**src/rtl/rx_frame_fifo_writer_pkg.sv**
```systemverilog
// Shared definitions for the RX frame FIFO writer.
// Word layout, writer states and the frame terminator word.
package rx_frame_fifo_writer_pkg;

   localparam int WORD_W  = 10;
   localparam int EOF_BIT = 9;
   localparam int ERR_BIT = 8;

   // Terminator: eof=1, err=1, byte=0x00
   localparam logic [WORD_W-1:0] TERM_WORD = 10'h300;

   typedef enum logic [1:0] {
      IDLE,
      PASS,
      TERM,
      DISCARD
   } wrState_t;

   function automatic logic [WORD_W-1:0] mkWord(
      input logic       eof,
      input logic       err,
      input logic [7:0] dat
   );
      logic [WORD_W-1:0] w;
      w          = '0;
      w[EOF_BIT] = eof;
      w[ERR_BIT] = err;
      w[7:0]     = dat;
      return w;
   endfunction

endpackage

```
**src/rtl/rx_frame_fifo_writer_sat_counter.sv**
```systemverilog
// Saturating statistics counter.
// Clear wins over a same-cycle increment.
module sat_counter #(
   parameter int CNT_W = 16
) (
   input  logic             WrClk,
   input  logic             Reset,
   input  logic             inc,
   input  logic             clr,
   output logic [CNT_W-1:0] cnt
);

   // Count up, hold at all-ones, clear on request
   always_ff @(posedge WrClk or posedge Reset) begin
      if (Reset) begin
         cnt <= '0;
      end else if (clr) begin
         cnt <= '0;
      end else if (inc && (cnt != '1)) begin
         cnt <= cnt + 1'b1;
      end
   end

endmodule

```
**src/rtl/rx_frame_fifo_writer.sv**
```systemverilog
// Admission controller writing tagged MAC RX bytes into the data FIFO.
// Every admitted frame is closed by exactly one EOF-tagged word.
module rx_frame_fifo_writer
   import rx_frame_fifo_writer_pkg::*;
#(
   parameter int FIFO_DEPTH = 512,
   parameter int AW         = $clog2(FIFO_DEPTH),
   parameter int MAX_FRAME  = 1522,
   parameter int GUARD      = 4,
   parameter int CNT_W      = 16
) (
   input  logic              WrClk,
   input  logic              Reset,
   input  logic              in_valid,
   input  logic [7:0]        in_data,
   input  logic              in_sof,
   input  logic              in_eof,
   input  logic              in_err,
   input  logic              fifo_full,
   input  logic [AW-1:0]     fifo_wr_num,
   output logic              fifo_wr_en,
   output logic [WORD_W-1:0] fifo_wr_data,
   input  logic              stat_clr,
   output logic [CNT_W-1:0]  cnt_ok,
   output logic [CNT_W-1:0]  cnt_err,
   output logic [CNT_W-1:0]  cnt_drop
);

   localparam int BW = $clog2(MAX_FRAME + 1);

   // Fill limit evaluated modulo 2^(AW+1)
   localparam logic [AW:0] ADMIT_MAX =
      (AW+1)'(FIFO_DEPTH - 1 - MAX_FRAME - GUARD);

   localparam logic [BW-1:0] MAX_CNT = BW'(MAX_FRAME);

   wrState_t          state;
   wrState_t          stateD;
   logic [BW-1:0]     byteCnt;
   logic [BW-1:0]     byteCntD;
   logic [BW-1:0]     byteInc;
   logic              termEof;
   logic              termEofD;
   logic              wrEnD;
   logic [WORD_W-1:0] wrDataD;
   logic              incOk;
   logic              incErr;
   logic              incDrop;
   logic              admit;
   logic              startCase;

   assign admit = !fifo_full &&
                  ({1'b0, fifo_wr_num} <= ADMIT_MAX);

   assign byteInc = byteCnt + 1'b1;

   // A new frame may start from IDLE, or from DISCARD on sof
   assign startCase = (state == IDLE) ||
                      ((state == DISCARD) && in_valid && in_sof);

   // Next state, next FIFO word and counter strobes
   always_comb begin
      stateD   = state;
      byteCntD = byteCnt;
      termEofD = termEof;
      wrEnD    = 1'b0;
      wrDataD  = fifo_wr_data;
      incOk    = 1'b0;
      incErr   = 1'b0;
      incDrop  = 1'b0;
      if (startCase) begin
         if (in_valid && in_sof) begin
            if (admit) begin
               wrEnD    = 1'b1;
               wrDataD  = mkWord(in_eof, in_eof & in_err, in_data);
               byteCntD = BW'(1);
               if (in_eof) begin
                  stateD = IDLE;
                  incOk  = !in_err;
                  incErr = in_err;
               end else begin
                  stateD = PASS;
               end
            end else begin
               incDrop = 1'b1;
               stateD  = in_eof ? IDLE : DISCARD;
            end
         end
      end else begin
         case (state)
            PASS: begin
               if (in_valid) begin
                  if (fifo_full) begin
                     stateD   = TERM;
                     termEofD = in_eof;
                  end else if (in_sof) begin
                     wrEnD   = 1'b1;
                     wrDataD = TERM_WORD;
                     incErr  = 1'b1;
                     incDrop = 1'b1;
                     stateD  = in_eof ? IDLE : DISCARD;
                  end else begin
                     wrEnD    = 1'b1;
                     byteCntD = byteInc;
                     if (in_eof) begin
                        wrDataD = mkWord(1'b1, in_err, in_data);
                        incOk   = !in_err;
                        incErr  = in_err;
                        stateD  = IDLE;
                     end else if (byteInc == MAX_CNT) begin
                        wrDataD = mkWord(1'b1, 1'b1, in_data);
                        incErr  = 1'b1;
                        stateD  = DISCARD;
                     end else begin
                        wrDataD = mkWord(1'b0, 1'b0, in_data);
                     end
                  end
               end
            end
            TERM: begin
               if (in_valid && in_eof) begin
                  termEofD = 1'b1;
               end
               if (!fifo_full) begin
                  wrEnD    = 1'b1;
                  wrDataD  = TERM_WORD;
                  incErr   = 1'b1;
                  termEofD = 1'b0;
                  if (termEof || (in_valid && in_eof)) begin
                     stateD = IDLE;
                  end else begin
                     stateD = DISCARD;
                  end
               end
            end
            DISCARD: begin
               if (in_valid && in_eof) begin
                  stateD = IDLE;
               end
            end
            default: begin
               stateD = IDLE;
            end
         endcase
      end
   end

   // State, byte count and registered FIFO write port
   always_ff @(posedge WrClk or posedge Reset) begin
      if (Reset) begin
         state        <= IDLE;
         byteCnt      <= '0;
         termEof      <= 1'b0;
         fifo_wr_en   <= 1'b0;
         fifo_wr_data <= '0;
      end else begin
         state        <= stateD;
         byteCnt      <= byteCntD;
         termEof      <= termEofD;
         fifo_wr_en   <= wrEnD;
         fifo_wr_data <= wrDataD;
      end
   end

   sat_counter #(.CNT_W(CNT_W)) uCntOk (
      .WrClk (WrClk),
      .Reset (Reset),
      .inc   (incOk),
      .clr   (stat_clr),
      .cnt   (cnt_ok)
   );

   sat_counter #(.CNT_W(CNT_W)) uCntErr (
      .WrClk (WrClk),
      .Reset (Reset),
      .inc   (incErr),
      .clr   (stat_clr),
      .cnt   (cnt_err)
   );

   sat_counter #(.CNT_W(CNT_W)) uCntDrop (
      .WrClk (WrClk),
      .Reset (Reset),
      .inc   (incDrop),
      .clr   (stat_clr),
      .cnt   (cnt_drop)
   );

endmodule

```
**config.mk**
```make
export PLATFORM = sky130hd
export DESIGN_NAME = rx_frame_fifo_writer
export DESIGN_NICKNAME = d
export VERILOG_FILES = /design/src/rtl/rx_frame_fifo_writer_pkg.sv /design/src/rtl/rx_frame_fifo_writer_sat_counter.sv /design/src/rtl/rx_frame_fifo_writer.sv
export SDC_FILE = /design/constraint.sdc
export NUM_CORES = 1
export LEC_CHECK = 0
export BUFFER_PORTS_ARGS = -buffer_cell sky130_fd_sc_hd__buf_2
export CAP_MARGIN = 20
export CORE_UTILIZATION = 30
export CTS_BUF_LIST = sky130_fd_sc_hd__clkbuf_4 sky130_fd_sc_hd__clkbuf_8 sky130_fd_sc_hd__clkbuf_16
export DETAILED_ROUTE_END_ITERATION = 10
export SLEW_MARGIN = 40
export SYNTH_ARGS = -nofsm -noshare
export SYNTH_HDL_FRONTEND = slang
export SYNTH_SLANG_ARGS = --single-unit
```
**constraint.sdc**
```tcl
create_clock -name WrClk -period 3.66 [get_ports WrClk]
set_input_delay 0.915 -clock WrClk [delete_from_list [all_inputs] [get_ports WrClk]]
set_output_delay 0.915 -clock WrClk [all_outputs]
set_load 0.05 [all_outputs]
```
**Word-level counts from Yosys, hierarchy flattened**

Index checks and enable logic that the tools add are counted.

- Bits in registers: 73
- Latch bits: 0
- Memory bits (writable): 0
- Memory bits (read-only): 0
- Input bits: 25
- Output and inout port bits: 59
- Memories: 0

- $add $sub $neg: 4
- Multiply operators: 0
- Divide/modulo/power cells: 0
- Magnitude comparators: 1
- Equality and inequality tests: 19
- Shift-type cells: 0
- Mux-type cells: 73
- Bitwise operators: 2
- Reductions and logical operators: 24

Operator list:

| cell | number |
|---|---|
| $mux W16 | 6 |
| $mux W10 | 9 |
| $mux W11 | 7 |
| $add A16 B1 Y16 const B | 3 |
| $ne A16 B16 Y1 const B | 3 |
| $mux W1 | 34 |
| $mux W2 | 12 |
| $pmux W10 S2 | 1 |
| $ne A3 B3 Y1 const B | 4 |
| $reduce_and A6 Y1 | 2 |
| $reduce_bool A2 Y1 | 6 |
| $add A11 B1 Y11 const B | 1 |
| $eq A11 B11 Y1 const B | 1 |
| $reduce_and A5 Y1 | 2 |
| $le A9 B4 Y1 const B | 1 |
| $logic_and A1 B1 Y1 | 8 |
| $ne A2 B1 Y1 const B | 3 |
| $ne A2 B2 Y1 const B | 3 |
| $ne A6 B6 Y1 const B | 1 |
| $pmux W1 S2 | 3 |
| $pmux W2 S3 | 1 |
| $eq A2 B2 Y1 const B | 2 |
| $ne A3 B2 Y1 const B | 1 |
| $reduce_bool A3 Y1 | 1 |
| 6 further kinds | 8 |

**Longest topological paths before layout**

Gate-level depths: netlist of run 1.

- Word-level depth: 12
- Gate-level depth with buffers: 13

**By module**

From an unflattened synthesis of run 1, not the netlist that was laid out.

- Cell total of the unflattened synthesis: 496
- Area, all modules: 4471.8 um^2

Modules (own cells, without submodules):

| module | times used | cells an instance | area an instance (um^2) | seq. area each (um^2) |
|---|---|---|---|---|
| sat_counter at uCntDrop ... | 2 | 99 | 914.6 | 400.4 |
| rx_frame_fifo_writer | 1 | 197 | 1710.4 | 625.6 |
| sat_counter at uCntOk | 1 | 101 | 932.1 | 400.4 |

**Least setup slack after synthesis of run 1**

No wires, ideal clock.

- Path type: input to register
- Start: input port in_sof
- End: register uCntErr.cnt[6]
- Setup time: 0.128 ns
- Data arrival time: 3.067 ns
- Setup slack: 0.465 ns
- Stages: 9
- Path through: buf_2 > a31oi_2 > nand2_1 > or3_1 > a2111o_1 > and2_4 > buf_6 > nor3_1 > mux2_1

- Longest elaborated chain between the ends: 7

Ends and longest elaborated chain:

| what | line | RTL |
|---|---|---|
| start, declared | rx_frame_fifo_writer.sv:16 | `input logic in_sof,` |
| $mux W1 | rx_frame_fifo_writer.sv:96 | `end else if (in_sof) begin` |
| $mux W1 | rx_frame_fifo_writer.sv:93 | `if (fifo_full) begin` |
| $mux W1 | rx_frame_fifo_writer.sv:92 | `if (in_valid) begin` |
| $pmux W1 S2 | rx_frame_fifo_writer.sv:90 | `case (state)` |
| $mux W1 * | rx_frame_fifo_writer.sv:71 | `if (startCase) begin` |
| $logic_and A1 B1 Y1 * | rx_frame_fifo_writer_sat_counter.sv:19 | `end else if (inc && (cnt != '1)) begin` |
| $reduce_bool A2 Y1 (no source line) * | n/a |  |
| end signal, assigned | rx_frame_fifo_writer_sat_counter.sv:20 | `cnt <= cnt + 1'b1;` |
| end, declared | rx_frame_fifo_writer_sat_counter.sv:10 | `output logic [CNT_W-1:0] cnt` |

Mark *: on every way between the ends. The rest lies on a longest branch, timed or not.
A chain may end at the register's enable or synchronous reset.

**Final worst setup path of run 1**

- Start: register byteCnt[0]
- End: register uCntErr.cnt[8]

- Longest elaborated chain between the ends: 11

Ends and longest elaborated chain:

| what | line | RTL |
|---|---|---|
| start, declared | rx_frame_fifo_writer.sv:39 | `logic [BW-1:0] byteCnt;` |
| start signal, assigned | rx_frame_fifo_writer.sv:158 | `byteCnt <= byteCntD;` |
| $add A11 B1 Y11 | rx_frame_fifo_writer.sv:55 | `assign byteInc = byteCnt + 1'b1;` |
| $eq A11 B11 Y1 | rx_frame_fifo_writer.sv:110 | `end else if (byteInc == MAX_CNT) begin` |
| $mux W1 | rx_frame_fifo_writer.sv:110 |  |
| $mux W1 | rx_frame_fifo_writer.sv:105 | `if (in_eof) begin` |
| $mux W1 | rx_frame_fifo_writer.sv:96 |  |
| $mux W1 | rx_frame_fifo_writer.sv:93 |  |
| $mux W1 | rx_frame_fifo_writer.sv:92 |  |
| $pmux W1 S2 | rx_frame_fifo_writer.sv:90 |  |
| $mux W1 | rx_frame_fifo_writer.sv:71 |  |
| $logic_and A1 B1 Y1 | rx_frame_fifo_writer_sat_counter.sv:19 |  |
| $reduce_bool A2 Y1 (no source line) | n/a |  |

Every way passes these cells.

==> flow_summary.ini, run 1 <==
[final_layout]
drive_gt1_frac = 0.217
fin_cells = 711
nNetsFinal = 569
layout_common_cells = 82 x buf_2, 73 x dfrtp_1, 63 x nor2_1
final_common_cell = buf_2
area_delta_synth_final_pct = 22.7
insertedDiodeCount = 0

[clocking]
worstSkewPairLatency_ns = 0.33
cts_buffer_depth = 2
hold_buffers = 0
h-tree-depth = 3
clock_sinks = 73
cts_setup_buffers = 0
cts_buffers = 9
post_cts_resized = 0
cts_tree = done
clockRootBuffer = clkbuf_16
cts.clk_slew.worst_paths_ns = 0.06

[worst_setup_path]
worst_setup_path_end_kind = register
cp_cell_sequence = ha_1 -> nand3_1 -> nor3_1 -> o211ai_1 -> a211o_1 -> a2111o_1 -> and2_4 -> or4_1 -> a21oi_1
critPathLaunch = byteCnt[0]
startpoint_type = register
crit_arrival_ns = 3.41
worstSetupPathType = register to register
reg2reg_from = byteCnt[0]
max_stage_delay_ns = 0.54
required_ns = 3.92
crit_fanout = 11
cp_slowest_cell = a2111o_1
reg2reg_depth = 9

[hold_path]
hold_class = register to register
hp-start = fifo_wr_data[4]
hold_depth = 2

[placed_design]
routabilityCongestion = 0.825
placed_cells = 696
port_buffers = 82
dp.final_hpwl_mm = 7.21

[timing]
period_share = 0.860
rsz0062_at_grt = false
final.setup.tns_ns = 0
max_slew_margin = 0.589
max_slew.worst_pin.slew_ns = 0.613
hold_violations = 0
finalMaxSlewViolations = 0
holdWs_ns = 0.480
min_period_ns = 3.15
setup_viol = 0
fmax_mhz = 318
fin_worst_skew_ns = 0.00734

[detailed_routing]
viasPerCell = 5.00
postRouteAntennaNets = 0
wl_per_cell_um = 14.0
drc = 0
drtPass1Iterations = 4
drt-initial-drc-count = 233
via_count = 3553
drt-total-wl_mm = 9.95

[power_and_ir_drop]
peakVddDrop_uv = 317
power_mw = 2.62
power_density_nw_per_um2 = 529
p_leak_nw = 2.29

[global_routing]
grt_max_degree = 61
grt_pass1_vias = 3482
grt_first_pass_wirelength_mm = 16.8
grt_usage = 0.150
grt.overflow.total = 0
antenna_found_initial = 0

[synth]
synth_edf_count = 0
synthArstFlopShare = 1.00
avgSynthCellArea_um2 = 8.92
ys.flop_type = dfrtp_1
synth_nets = 486
ys_ff_latch = 73
ys_warn_count = 0
yosysSeqAreaShare = 0.453
syn_inst = 452
ys_types = 57
synth_area_um2 = 4030

[floorplanning]
die_h_um = 118
die_area_um2 = 13900
initial_core_util = 0.313
pin_count = 84
num_rows = 41
core_area_um2 = 12900
die_w_um = 118

[run_status]
status = completed

[run]
cap_viol_max_count = 0
[power breakdown]
group          internal, mW  switching [mW]  leakage, nW
Clock                 0.566           0.319        0.152
Combinational         0.243           0.536         1.14
Sequential            0.891          0.0651        0.999
Total                  1.70           0.920         2.29
[through the flow]
| step | worst slack (ns) | cell area (um2) | utilization |
|---|---|---|---|
| after floorplan | 0.465 | 4030 | - |
| after global placement | 0.484 | 4650 | 0.361 |
| after detailed placement | 0.455 | 4650 | 0.361 |
| after CTS | 0.506 | 4950 | 0.384 |
| after global routing | 0.284 | 4950 | 0.384 |
| final | 0.511 | 4950 | 0.384 |
[sequential cells by signal, indices dropped and copies added, names as in the netlist]
register and flops:
fifo_wr_data 10, uCntOk.cnt 16, uCntDrop.cnt 16, termEof 1, state 2, uCntErr.cnt 16, byteCnt 11, fifo_wr_en 1
[kinds of logic (layout without fill, tap and decap cells)]
family / after synthesis / count (layout) / share of synthesized area
AND/OR/NAND/NOR: 210 / 210 / 0.254
AO/OA/AOI/OAI: 92 / 92 / 0.144
flip-flops: 73 / 73 / 0.453
XOR/XNOR: 37 / 37 / 0.0803
buffers and inverters: 26 / 113 / 0.0282
adder cells (fa/ha/maj): 9 / 9 / 0.0279
multiplexers: 5 / 5 / 0.0127
[layer usage]
layer	global-route usage	routed length, um	vias to the layer above
li1	-	-	1751
met1	0.188	4600	1722
met2	0.244	4720	71
met3	0.0489	508	9
met4	0.0465	123	0
met5	0	0	-
[worst paths after layout]
kind	to	slack, ns
worst max-delay path	uCntErr.cnt[8]	0.51
worst min-delay path	fifo_wr_data[4]	0.48
worst max register to register	uCntErr.cnt[8]	0.51
worst min register to register	fifo_wr_data[4]	0.48
max in group asynchronous	fifo_wr_en	2.48
min in group asynchronous	uCntDrop.cnt[1]	0.54
[area by class of cell]
cell class	count	area (um2)
Fill cell	1310	7930
Multi-Input combinational cell	353	2090
Sequential cell	73	1830
Timing Repair Buffer	90	483
Clock buffer	12	260
Tap cell	172	215
Clock inverter	3	40.0
Inverter	8	30.0
[cells in the mapped netlist (7+ instances only)]
cell type	instances	area (um2)
and3_1	8	50.1
ha_1	9	113
o21ai_0	36	180
or3_1	7	43.8
nor2_1	63	236
a21oi_1	18	90.1
nor3_1	8	40.0
dfrtp_1	73	1830
xnor2_1	11	96.3
xor2_1	26	228
clkbuf_1	15	56.3
nand2_1	61	229
inv_1	8	30.0
nand3_1	18	90.1
nand4_1	8	50.1
[worst max-delay path: cells and delay by family, from the launching register on]
family,cells,cell delay [ns]
compound gates,4,1.15
fa+ha+maj,1,0.34
flops,1,0.48
simple gates,4,1.10
(Power assumes the default switching activity.)
==> inputs of run 2 (changes only) <==
--- a/config.mk
+++ b/config.mk
@@ -7,9 +7,10 @@
 export LEC_CHECK = 0
 export BUFFER_PORTS_ARGS = -buffer_cell sky130_fd_sc_hd__buf_2
 export CAP_MARGIN = 20
-export CORE_UTILIZATION = 30
+export CORE_UTILIZATION = 45
 export CTS_BUF_LIST = sky130_fd_sc_hd__clkbuf_4 sky130_fd_sc_hd__clkbuf_8 sky130_fd_sc_hd__clkbuf_16
 export DETAILED_ROUTE_END_ITERATION = 10
+export PLACE_DENSITY = 0.68
 export SLEW_MARGIN = 40
 export SYNTH_ARGS = -nofsm -noshare
 export SYNTH_HDL_FRONTEND = slang
==> flow_summary.ini, run 2 (synthesized netlist as in run 1, its figures left out) <==
[run_status]
status = completed

[power_and_ir_drop]
p_comb_frac = 0.335
power_mw = 2.29
power.switching_mw = 0.916
p_leak_nw = 2.22
sequentialPowerShare = 0.415
p_int_mw = 1.38
power_density_nw_per_um2 = 485
switching_share = 0.399
peakVddDrop_uv = 212
pwr-share-clk = 0.250

[detailed_routing]
postRouteAntennaNets = 0
drtPass1Iterations = 4
wl_per_cell_um = 14.1
via_count = 3549
viasPerCell = 5.49
drc = 0
drt-total-wl_mm = 9.10
drt-initial-drc-count = 225

[clocking]
cts_buffers = 9
worstSkewPairLatency_ns = 0.36
clock_sinks = 73
cts_buffer_depth = 2
h-tree-depth = 3
post_cts_resized = 0
cts_setup_buffers = 0
cts_tree = done
cts.clk_slew.worst_paths_ns = 0.08
hold_buffers = 0
clockRootBuffer = clkbuf_8

[worst_setup_path]
required_ns = 3.94
cp_slowest_cell = a2111o_1
startpoint_type = register
rr_endpoint = uCntErr.cnt[8]
crit_arrival_ns = 3.51
max_stage_delay_ns = 0.55
worst_setup_path_end_kind = register
crit_fanout = 11
reg2reg_from = byteCnt[0]
reg2reg_depth = 9
r2r_slack_ns = 0.44
cp_cell_sequence = ha_1 -> nand3_1 -> nor3_1 -> o211ai_1 -> a211o_1 -> a2111o_1 -> and2_4 -> or4_1 -> a21oi_1
worstSetupPathType = register to register

[timing]
max_slew.worst_pin.slew_ns = 0.695
final.setup.tns_ns = 0
setup_viol = 0
finalWorstSetupSlack_ns = 0.438
fin_worst_skew_ns = 0.0158
rsz0062_at_grt = false
period_share = 0.880
hold_violations = 0
fmax_mhz = 310
max_slew_margin = 0.536
min_period_ns = 3.22
finalMaxSlewViolations = 0

[final_layout]
nNetsFinal = 568
fillers = 809
final_common_cell = buf_2
finalInstanceArea_um2 = 4730
top_regs = uCntDrop.cnt (16), uCntErr.cnt (16), uCntOk.cnt (16)
layout_common_cells = 82 x buf_2, 73 x dfrtp_1, 63 x nor2_1
insertedDiodeCount = 0
drive_gt1_frac = 0.219
area_delta_synth_final_pct = 17.2

[hold_path]
hp-start = fifo_wr_data[9]
hold_end = fifo_wr_data[9]
hold_depth = 2
hold_class = register to register

[placed_design]
placed_cell_area_um2 = 4550
routabilityCongestion = 0.912
pre_cts_ws_ns = 0.358
dp.final_hpwl_mm = 6.54
port_buffers = 82

[global_routing]
grt_pass1_vias = 3362
grt.overflow.total = 0
grt_first_pass_wirelength_mm = 15.7
antenna_found_initial = 0
grt_usage = 0.205
grt_max_degree = 34

[floorplanning]
die_h_um = 96.7
die_w_um = 96.7
num_rows = 34
die_area_um2 = 9350
pin_count = 84
initial_core_util = 0.463
core_area_um2 = 8720

[run]
cap_viol_max_count = 0
-- run 2: per-layer routing --
metal	up-vias	track usage	wire length (um)
li1	1746	-	-
met1	1690	0.272	4210
met2	101	0.324	4250
met3	12	0.0585	540
met4	0	0.0677	97
met5	-	0	0
-- run 2: power groups by stage --
stage          Sequential (mW)  Clock, mW  Combinational [mW]
2_1_floorplan             1.15          0               0.406
3_3_place_gp             0.966          0               0.747
3_5_place_dp             0.970          0               0.765
4_1_cts                  0.953      0.589               0.767
5_1_grt                  0.965      0.630               0.846
6_report                 0.953      0.573               0.768
-- run 2: final cells by class --
| type | count | area, um2 | share of cell area |
|---|---|---|---|
| Multi-Input combinational cell | 353 | 2100 | 0.444 |
| Sequential cell | 73 | 1830 | 0.387 |
| Tap cell | 108 | 135 | 0.0286 |
| Inverter | 8 | 30.0 | 0.00635 |
| Timing Repair Buffer | 89 | 463 | 0.0980 |
| Clock inverter | 6 | 42.5 | 0.00900 |
| Clock buffer | 10 | 131 | 0.0278 |
-- run 2: critical path, delay by kind of cell (launching register included) --
family / cells / cell delay [ns]
AO/OA/AOI/OAI: 4 / 1.16
AND/OR/NAND/NOR: 4 / 1.15
flip-flops: 1 / 0.51
adder cells (fa/ha/maj): 1 / 0.34
-- run 2: worst max path at each step --
stage	from	end	slack [ns]	depth (start not counted)
after floorplan	in_sof	uCntErr.cnt[6]	0.47	9
after global placement	fifo_wr_num[7]	uCntOk.cnt[9]	0.41	10
after detailed placement	fifo_wr_num[7]	uCntOk.cnt[9]	0.36	10
after CTS	byteCnt[0]	uCntErr.cnt[8]	0.46	9
after global routing	byteCnt[0]	uCntErr.cnt[8]	0.28	9
final	byteCnt[0]	uCntErr.cnt[8]	0.44	9
-- run 2: per-stage QoR --
stage	cells	utilization	hold WS, ns
finish	647	0.542	0.480
global route	647	0.542	0.518
CTS	647	0.542	0.481
detailed placement	631	0.522	0.462
global placement	631	0.522	0.457
floorplan	452	-	0.488
==> inputs of run 3 (changes only) <==
--- a/config.mk
+++ b/config.mk
@@ -5,12 +5,13 @@
 export SDC_FILE = /design/constraint.sdc
 export NUM_CORES = 1
 export LEC_CHECK = 0
+export ABC_AREA = 1
 export BUFFER_PORTS_ARGS = -buffer_cell sky130_fd_sc_hd__buf_2
 export CAP_MARGIN = 20
 export CORE_UTILIZATION = 45
 export CTS_BUF_LIST = sky130_fd_sc_hd__clkbuf_4 sky130_fd_sc_hd__clkbuf_8 sky130_fd_sc_hd__clkbuf_16
 export DETAILED_ROUTE_END_ITERATION = 10
-export PLACE_DENSITY = 0.68
+export PLACE_DENSITY = 0.67
 export SLEW_MARGIN = 40
 export SYNTH_ARGS = -nofsm -noshare
 export SYNTH_HDL_FRONTEND = slang
==> constraint.sdc (replaced) <==
create_clock -name WrClk -period 3.07 [get_ports WrClk]
set_input_delay 0.7675 -clock WrClk [delete_from_list [all_inputs] [get_ports WrClk]]
set_output_delay 0.7675 -clock WrClk [all_outputs]
set_load 0.05 [all_outputs]
==> flow_summary.ini, run 3 <==
[timing]
finalWorstSetupSlack_ns = 0.470
setup_viol = 0
hold_violations = 0
min_period_ns = 2.60
rsz0062_at_grt = false
period_share = 0.847
max_slew_margin = 0.613
fmax_mhz = 385
finalMaxSlewViolations = 0
fin_worst_skew_ns = 0.0126
final.setup.tns_ns = 0
max_slew.worst_pin.slew_ns = 0.576

[worst_setup_path]
rr_endpoint = uCntOk.cnt[10]
reg2reg_from = state[1]
worst_setup_path_end_kind = register
critPathLaunch = state[1]
reg2reg_depth = 13
crit_fanout = 14
r2r_slack_ns = 0.47
worstSetupPathType = register to register
startpoint_type = register
required_ns = 3.29
crit_arrival_ns = 2.82

[synth]
syn_inst = 621
yosysMostFrequentCell = nand2_1
synth_top_area_share = 0.398
ys_types = 38
ys_top_cells_by_area = dfrtp_1 40%, nand2_1 12%, inv_1 6.7%, nand3_1 6.6%, o21ai_0 4.4%
yosysSeqAreaShare = 0.398
synthArstFlopShare = 1.00
ys.flop_type = dfrtp_1
avgSynthCellArea_um2 = 7.38
ys_warn_count = 0
yosys.area.top_type = dfrtp_1
ys_top_cells_by_count = 145 x nand2_1, 82 x inv_1, 73 x dfrtp_1
synth_edf_count = 0
synth_nets = 655
ys_ff_latch = 73
synth_area_um2 = 4580

[final_layout]
multi_input_area_um2 = 2330
area_delta_synth_final_pct = 15.9
fin_cells = 841
insertedDiodeCount = 0
final_common_cell = nand2_1
drive_gt1_frac = 0.202
regArea_um2 = 1830
top_regs = uCntDrop.cnt (16), uCntErr.cnt (16), uCntOk.cnt (16)
nNetsFinal = 737
fillers = 988
layout_common_cells = 145 x nand2_1, 82 x buf_2, 81 x inv_1

[clocking]
post_cts_resized = 0
clock_sinks = 73
cts_buffer_depth = 2
cts_buffers = 9
cts.clk_slew.worst_paths_ns = 0.08
clockRootBuffer = clkbuf_8
h-tree-depth = 3
hold_buffers = 0
cts_setup_buffers = 0
cts_tree = done
worstSkewPairLatency_ns = 0.34

[floorplanning]
die_h_um = 103
core_area_um2 = 9820
die_area_um2 = 10600
num_rows = 36
initial_core_util = 0.467
die_w_um = 103
pin_count = 84

[placed_design]
pre_cts_ws_ns = 0.280
placed_cells = 825
port_buffers = 82
routabilityCongestion = 0.860
dp.final_hpwl_mm = 7.93

[global_routing]
grt_usage = 0.215
antenna_found_initial = 0
grt_max_degree = 74
grt.overflow.total = 0
grt_first_pass_wirelength_mm = 17.9
grt_pass1_vias = 3917

[power_and_ir_drop]
power_density_nw_per_um2 = 585
p_leak_nw = 2.72
peakVddDrop_uv = 333

[detailed_routing]
drtPass1Iterations = 4
viasPerCell = 5.15
via_count = 4331
drc = 0
postRouteAntennaNets = 0
drt-initial-drc-count = 262
drt-total-wl_mm = 10.9
wl_per_cell_um = 12.9

[run_status]
status = completed

[hold_path]
hold_class = primary input to async pin

[run]
cap_viol_max_count = 0
## run 3: cell count changes after synthesis, moves of 10 or more
cell	delta
clkbuf_1	-11
nand2_2	+10
nor3_1	+15
nand4_1	+19
inv_1	+74
nand3_1	+42
nor2_1	-19
nand2_1	+84
## run 3: area by class of cell
class | count | share of cell area
multi-input cells | 442 | 0.438
flip-flops and latches | 73 | 0.344
repair buffers | 86 | 0.0852
inverters | 91 | 0.0643
well taps | 133 | 0.0313
clock buffers | 10 | 0.0247
clock inverters | 6 | 0.0129
## run 3: worst max-delay path by stage
| stage | end | slack (ns) |
|---|---|---|
| after floorplan | byteCnt[0] | 0.45 |
| after global placement | uCntOk.cnt[12] | 0.33 |
| after detailed placement | uCntOk.cnt[10] | 0.28 |
| after CTS | uCntOk.cnt[12] | 0.46 |
| after global routing | uCntOk.cnt[12] | 0.18 |
| final | uCntOk.cnt[10] | 0.47 |
## run 3: logic make-up after synthesis
| kind of cell | Yosys count | synth area share |
|---|---|---|
| simple gates | 339 | 0.355 |
| buf+inv | 106 | 0.0939 |
| flops | 73 | 0.398 |
| compound gates | 71 | 0.0846 |
| xor+xnor | 23 | 0.0439 |
| fa+ha+maj | 9 | 0.0246 |
## run 3: power breakdown
| group | internal, mW | switching [mW] | total (mW) |
|---|---|---|---|
| logic | 0.311 | 0.815 | 1.13 |
| clock network | 0.385 | 0.370 | 0.755 |
| registers | 1.11 | 0.116 | 1.23 |
| total | 1.81 | 1.30 | 3.11 |
## run 3: per-layer routing
layer,vias up,global-route usage,share of wire
met5,-,0,0
met4,0,0.0813,0.012
met3,13,0.0325,0.044
met2,91,0.359,0.48
met1,2027,0.282,0.47
li1,2200,-,-
## run 3: through the flow
stage	util	total power [mW]	hold WS [ns]	instance area (um2)
after floorplan	-	2.14	0.481	4580
after global placement	0.521	2.36	0.459	5110
after detailed placement	0.521	2.37	0.459	5110
after CTS	0.541	3.15	0.482	5320
after global routing	0.541	3.34	0.504	5320
final	0.541	3.11	0.480	5320
## run 3: critical path, stage by stage, from the launching register on
cell and delay, ns:
dfrtp_1 0.42, inv_1 0.09, ha_1 0.27, nand2_1 0.10, nor2_1 0.12, inv_2 0.06, nor3_4 0.25, inv_2 0.15
nand2_2 0.24, nand2_2 0.23, inv_2 0.19, nand2_1 0.11, o21ai_0 0.18, a21oi_1 0.06
